<file path="src/rtl/adc_spi_sim_if.sv">
// Bundles the ADC model's simulator handshake and SPI pins.
// The master modport drives both the simulator value and the SPI master signals.
interface adc_spi_sim_if #(
   parameter int unsigned WID = 18
) ();
   logic [WID-1:0] indat;
   logic           request;
   logic           fulfilled;
   logic           err;
   logic           miso;
   logic           sck;
   logic           ss_L;

   modport master (
      output indat, fulfilled, sck, ss_L,
      input  request, err, miso
   );

   modport slave (
      input  indat, fulfilled, sck, ss_L,
      output request, err, miso
   );
endinterface

</file>
<file path="src/rtl/adc_spi_sim.sv">
// Simulation ADC model: SPI slave that asks the simulator for a conversion word
// on each select, then shifts it out MSB-first in the configured CPOL/CPHA mode.
module adc_spi_sim #(
   parameter int unsigned WID      = 18,
   parameter int unsigned WID_LEN  = 5,
   parameter bit          POLARITY = 1'b1,
   parameter bit          PHASE    = 1'b0
) (
   input logic          clk,
   input logic          rst_L,
   adc_spi_sim_if.slave bus
);

   typedef enum logic [1:0] {StIdle, StWait, StShift, StDone} state_e;

   state_e               state_q, state_d;
   logic [WID-1:0]       shreg_q, shreg_d;
   logic [WID_LEN-1:0]   cnt_q, cnt_d;
   logic                 request_q, request_d;
   logic                 err_q, err_d;
   logic                 miso_q, miso_d;
   logic                 sck_q, sck_d;
   logic                 ss_q, ss_d;

   logic                 lead, trail, ss_fall, ss_rise;
   logic [WID_LEN-1:0]   cnt_inc;

   assign lead    = (sck_q == POLARITY) && (bus.sck != POLARITY);
   assign trail   = (sck_q != POLARITY) && (bus.sck == POLARITY);
   assign ss_fall = ss_q && !bus.ss_L;
   assign ss_rise = !ss_q && bus.ss_L;
   assign cnt_inc = cnt_q + WID_LEN'(1);

   always_comb begin
      state_d   = state_q;
      shreg_d   = shreg_q;
      cnt_d     = cnt_q;
      request_d = request_q;
      err_d     = err_q;
      miso_d    = miso_q;
      sck_d     = bus.sck;
      ss_d      = bus.ss_L;

      unique case (state_q)
         StIdle: begin
            miso_d = 1'b0;
            if (ss_fall) begin
               request_d = 1'b1;
               err_d     = 1'b0;
               state_d   = StWait;
            end
         end
         StWait: begin
            if (ss_rise) begin
               request_d = 1'b0;
               state_d   = StIdle;
            end else begin
               if (bus.fulfilled) begin
                  shreg_d   = bus.indat;
                  request_d = 1'b0;
                  cnt_d     = '0;
                  state_d   = StShift;
                  if (!PHASE) miso_d = bus.indat[WID-1];
               end
               if (lead || trail) err_d = 1'b1;
            end
         end
         StShift: begin
            if (ss_rise) begin
               err_d   = 1'b1;
               miso_d  = 1'b0;
               state_d = StIdle;
            end else if (!PHASE) begin
               if (trail) begin
                  shreg_d = shreg_q << 1;
                  miso_d  = shreg_q[WID-2];
               end
               if (lead) begin
                  cnt_d = cnt_inc;
                  if (cnt_inc == WID_LEN'(WID)) state_d = StDone;
               end
            end else begin
               if (lead) begin
                  miso_d  = shreg_q[WID-1];
                  shreg_d = shreg_q << 1;
               end
               if (trail) begin
                  cnt_d = cnt_inc;
                  if (cnt_inc == WID_LEN'(WID)) state_d = StDone;
               end
            end
         end
         StDone: begin
            if (ss_rise) begin
               miso_d  = 1'b0;
               state_d = StIdle;
            end else if (lead || (PHASE && trail)) begin
               // In CPHA=0 the trailing edge of the last pulse still belongs to the word.
               err_d = 1'b1;
            end
         end
         default: state_d = StIdle;
      endcase
   end

   always_ff @(posedge clk or negedge rst_L) begin
      if (!rst_L) begin
         state_q   <= StIdle;
         shreg_q   <= '0;
         cnt_q     <= '0;
         request_q <= 1'b0;
         err_q     <= 1'b0;
         miso_q    <= 1'b0;
         sck_q     <= POLARITY;
         ss_q      <= 1'b1;
      end else begin
         state_q   <= state_d;
         shreg_q   <= shreg_d;
         cnt_q     <= cnt_d;
         request_q <= request_d;
         err_q     <= err_d;
         miso_q    <= miso_d;
         sck_q     <= sck_d;
         ss_q      <= ss_d;
      end
   end

   assign bus.request = request_q;
   assign bus.err     = err_q;
   assign bus.miso    = miso_q;

endmodule

</file>
<file path="src/flat_wrapper.sv">
// flat-port wrapper written by rule: the top's interface ports become plain ports
module adc_spi_sim_flat 
#(
   parameter int unsigned WID      = 18,
   parameter int unsigned WID_LEN  = 5,
   parameter bit          POLARITY = 1'b1,
   parameter bit          PHASE    = 1'b0
)
  (clk, rst_L, bus_indat, bus_fulfilled, bus_sck, bus_ss_L, bus_request, bus_err, bus_miso);
  adc_spi_sim_if #(.WID(WID)) bus_i ();
  input logic clk;
  input logic rst_L;
  input wire logic [$bits(bus_i.indat)-1:0] bus_indat;
  input wire logic [$bits(bus_i.fulfilled)-1:0] bus_fulfilled;
  input wire logic [$bits(bus_i.sck)-1:0] bus_sck;
  input wire logic [$bits(bus_i.ss_L)-1:0] bus_ss_L;
  output wire logic [$bits(bus_i.request)-1:0] bus_request;
  output wire logic [$bits(bus_i.err)-1:0] bus_err;
  output wire logic [$bits(bus_i.miso)-1:0] bus_miso;
  assign bus_i.indat = bus_indat;
  assign bus_i.fulfilled = bus_fulfilled;
  assign bus_i.sck = bus_sck;
  assign bus_i.ss_L = bus_ss_L;
  assign bus_request = bus_i.request;
  assign bus_err = bus_i.err;
  assign bus_miso = bus_i.miso;
  adc_spi_sim #(.WID(WID), .WID_LEN(WID_LEN), .POLARITY(POLARITY), .PHASE(PHASE)) u_core (.clk(clk), .rst_L(rst_L), .bus(bus_i));
endmodule
</file>
<file path="config.mk">
export PLATFORM = sky130hd
export DESIGN_NAME = adc_spi_sim_flat
export DESIGN_NICKNAME = d
export VERILOG_FILES = /design/src/rtl/adc_spi_sim_if.sv /design/src/rtl/adc_spi_sim.sv /design/src/flat_wrapper.sv
export SDC_FILE = /design/constraint.sdc
export NUM_CORES = 1
export LEC_CHECK = 0
export CAP_MARGIN = 30
export CORE_MARGIN = 2
export CORE_UTILIZATION = 25
export CTS_BUF_LIST = sky130_fd_sc_hd__clkbuf_4
export DETAILED_ROUTE_END_ITERATION = 10
export MAX_ROUTING_LAYER = met4
export SYNTH_ARGS = -nofsm -noshare
export SYNTH_HDL_FRONTEND = slang
export SYNTH_SLANG_ARGS = --single-unit
</file>
<file path="constraint.sdc">
create_clock -name clk -period 2.3 [get_ports clk]
set_clock_uncertainty 0.05 [all_clocks]
set_input_delay 0.345 -clock clk [delete_from_list [all_inputs] [get_ports clk]]
set_output_delay 0.345 -clock clk [all_outputs]
set_load 0.01 [all_outputs]
</file>
==> impl_metrics.toml <==
[cells_and_area]
multi_input_area_um2 = 796
drive_gt1_share_pct = 12.4
final_util_pct = 32.3
nFillCells = 658
nNetsFinal = 224
regArea_um2 = 728
syn2layout_area_growth_pct = 27.1
antenna_cells = 0

[worst_setup_path]
critPathMaxFanout = 8
r2r_setup_slack_ps = 260
ff2ff_path_depth = 6
reg2reg_from = "u_core.state_q[0]"
critPathCapture = "u_core.state_q[1]"
cp-start-kind = "flip-flop"
arrival_ps = 2220
r2r-end = "u_core.state_q[1]"
required_ps = 2480
startpoint = "u_core.state_q[0]"
end_kind = "flip-flop"
worstSetupPathType = "flip-flop to flip-flop"

[route]
ant_nets = 0
drt_iter0_drc = 77
firstDrtPassIters = 4
route.detailed.drc = 0
vias_per_cell = 4.57
routedWlPerCell_um = 12.2
vias = 1233
wl_um = 3290

[yosys]
syn_area_mm2 = 0.00159
synth_most_common_cell = "dfrtp_1"
synthTopCellsByCount = "dfrtp_1 (27), nand2_1 (26), o21ai_0 (23)"
ys_ff_latch = 29
synth.top_cell.area_share_pct = 42.6
synth_fp_nets = 192
seq_area_frac_synth_pct = 45.9
ys.flop_type = "dfrtp_1"
synthTopCellsByArea = "dfrtp_1 (43%), mux2i_1 (10%), o21ai_0 (7.3%)"
yosysTopAreaCell = "dfrtp_1"
synth_edf_count = 0
async_flop_share_pct = 100
synth_area_per_cell_um2 = 9.92
syn_inst = 160
yosys_warnings = 0
ys_types = 35

[timing]
fin_tns_setup_ps = 0
min_period_over_period_pct = 88.7
slew_viol_final = 0
min_period_ps = 2040
slew_headroom_pct = 73.1
tightestPinTransition_ps = 404
finalHoldViolations = 0
clock.fmax_mhz = 490
hold_slack_ps = 335
rsz0062_at_grt = "no"
setup_viol = 0

[power]
ir_worst_vdd_mv = 0.453
power_density_mw_per_mm2 = 1110
p_leak_nw = 0.845

[min_path]
hp-class = "input pin to async pin"

[placement]
hpwl_um = 2340
port_buffers = 25
place.gp.congestion = 0.934

[status]
status = "finished, final reports clean"

[global_routing]
grt_max_degree = 34
grt_pass1_vias = 1207
overflow = 0
grt_first_pass_wirelength_um = 5700
grtUsageTotal_pct = 10.4
antenna_found_initial = 0

[clock_tree]
post_cts_buffers = 0
postCtsHoldBufs = 0
htreeDepth = 2
cts.sinks = 29
clockRootBuffer = "clkbuf_4"
cts_buffers = 5
cts_tree = "done"
clk_latency_ps = 330
ctsResizeCount = 0
cts.clk_slew.worst_paths_ps = 110
clk_path_buf_depth = 2

[floorplan]
core_area_mm2 = 0.00624
die_w_um = 83.7
die_h_um = 83.7
pin_count = 26
dieArea_mm2 = 0.00700
initial_utilization_pct = 25.4
num_rows = 29

[job]
max-cap-violations = 0
==> area by class of cell <==
| type | count | share of cell area (%) |
|---|---|---|
| multi-input cells | 116 | 39.5 |
| flip-flops and latches | 29 | 36.1 |
| repair buffers | 31 | 15.3 |
| well taps | 77 | 4.78 |
| clock buffers | 5 | 1.86 |
| inverters | 9 | 1.67 |
| clock inverters | 3 | 0.868 |
==> flip-flops by register name (all words and copies together) (netlist names) <==
| name | cells |
|---|---|
| u_core.bus.err | 1 |
| u_core.bus.miso | 1 |
| u_core.bus.request | 1 |
| u_core.cnt_q | 5 |
| u_core.sck_q | 1 |
| u_core.shreg_q | 17 |
| u_core.ss_q | 1 |
| u_core.state_q | 2 |
==> report_power, final <==
part	total, mW	internal, mW	switching (mW)
logic	1.08	0.516	0.568
registers	0.838	0.719	0.118
clock network	0.314	0.115	0.199
==> worst max-delay path: stages, from the launching register on <==
cell	delay, ps
dfrtp_1	430
inv_1	110
ha_1	410
inv_1	190
nor2_1	260
a311oi_2	160
mux2_1	330
==> stage by stage <==
stage	worst slack [ps]	power (mW)	instance area (µm²)	instances
finish	259	2.24	2020	270
CTS	244	2.28	2020	270
global route	147	2.45	2020	270
detailed placement	181	1.95	1960	262
global placement	236	1.94	1960	262
floorplan	422	1.58	1590	160
==> worst min path at each step <==
stage	endpoint	slack [ps]	depth (start not counted)
2_1_floorplan	u_core.bus.err	-0.6	0
3_3_place_gp	u_core.shreg_q[11]	410	2
3_5_place_dp	u_core.shreg_q[11]	420	2
4_1_cts	u_core.state_q[1]	340	2
5_1_grt	u_core.bus.err	380	2
6_report	u_core.bus.err	330	2
==> kinds of logic after synthesis <==
family / synth area share (%)
mux: 11.5
fa+ha+maj: 7.10
compound gates: 18.6
buf+inv: 3.94
flops: 45.9
simple gates: 12.9
==> placed cells by master, fill, tap and decap left out, types with 3 or more instances in the layout <==
| cell type | count |
|---|---|
| a22o_1 | 4 |
| buf_4 | 5 |
| clkbuf_4 | 5 |
| clkdlybuf4s50_1 | 25 |
| dfrtp_1 | 27 |
| ha_1 | 9 |
| inv_1 | 9 |
| mux2i_1 | 16 |
| nand2_1 | 26 |
| nand2b_1 | 4 |
| nand3_1 | 3 |
| nor2_1 | 4 |
| nor2b_1 | 3 |
| o21ai_0 | 23 |
| o21ai_1 | 3 |
==> per-layer routing <==
layer,vias to the layer above,share of wire (%),track usage [%]
li1,629,-,-
met1,569,50,14.1
met2,29,45,14.8
met3,6,3.7,2.77
met4,0,1.9,4.11
met5,-,0,-
Note: power is estimated with default switching activity, not from simulation.
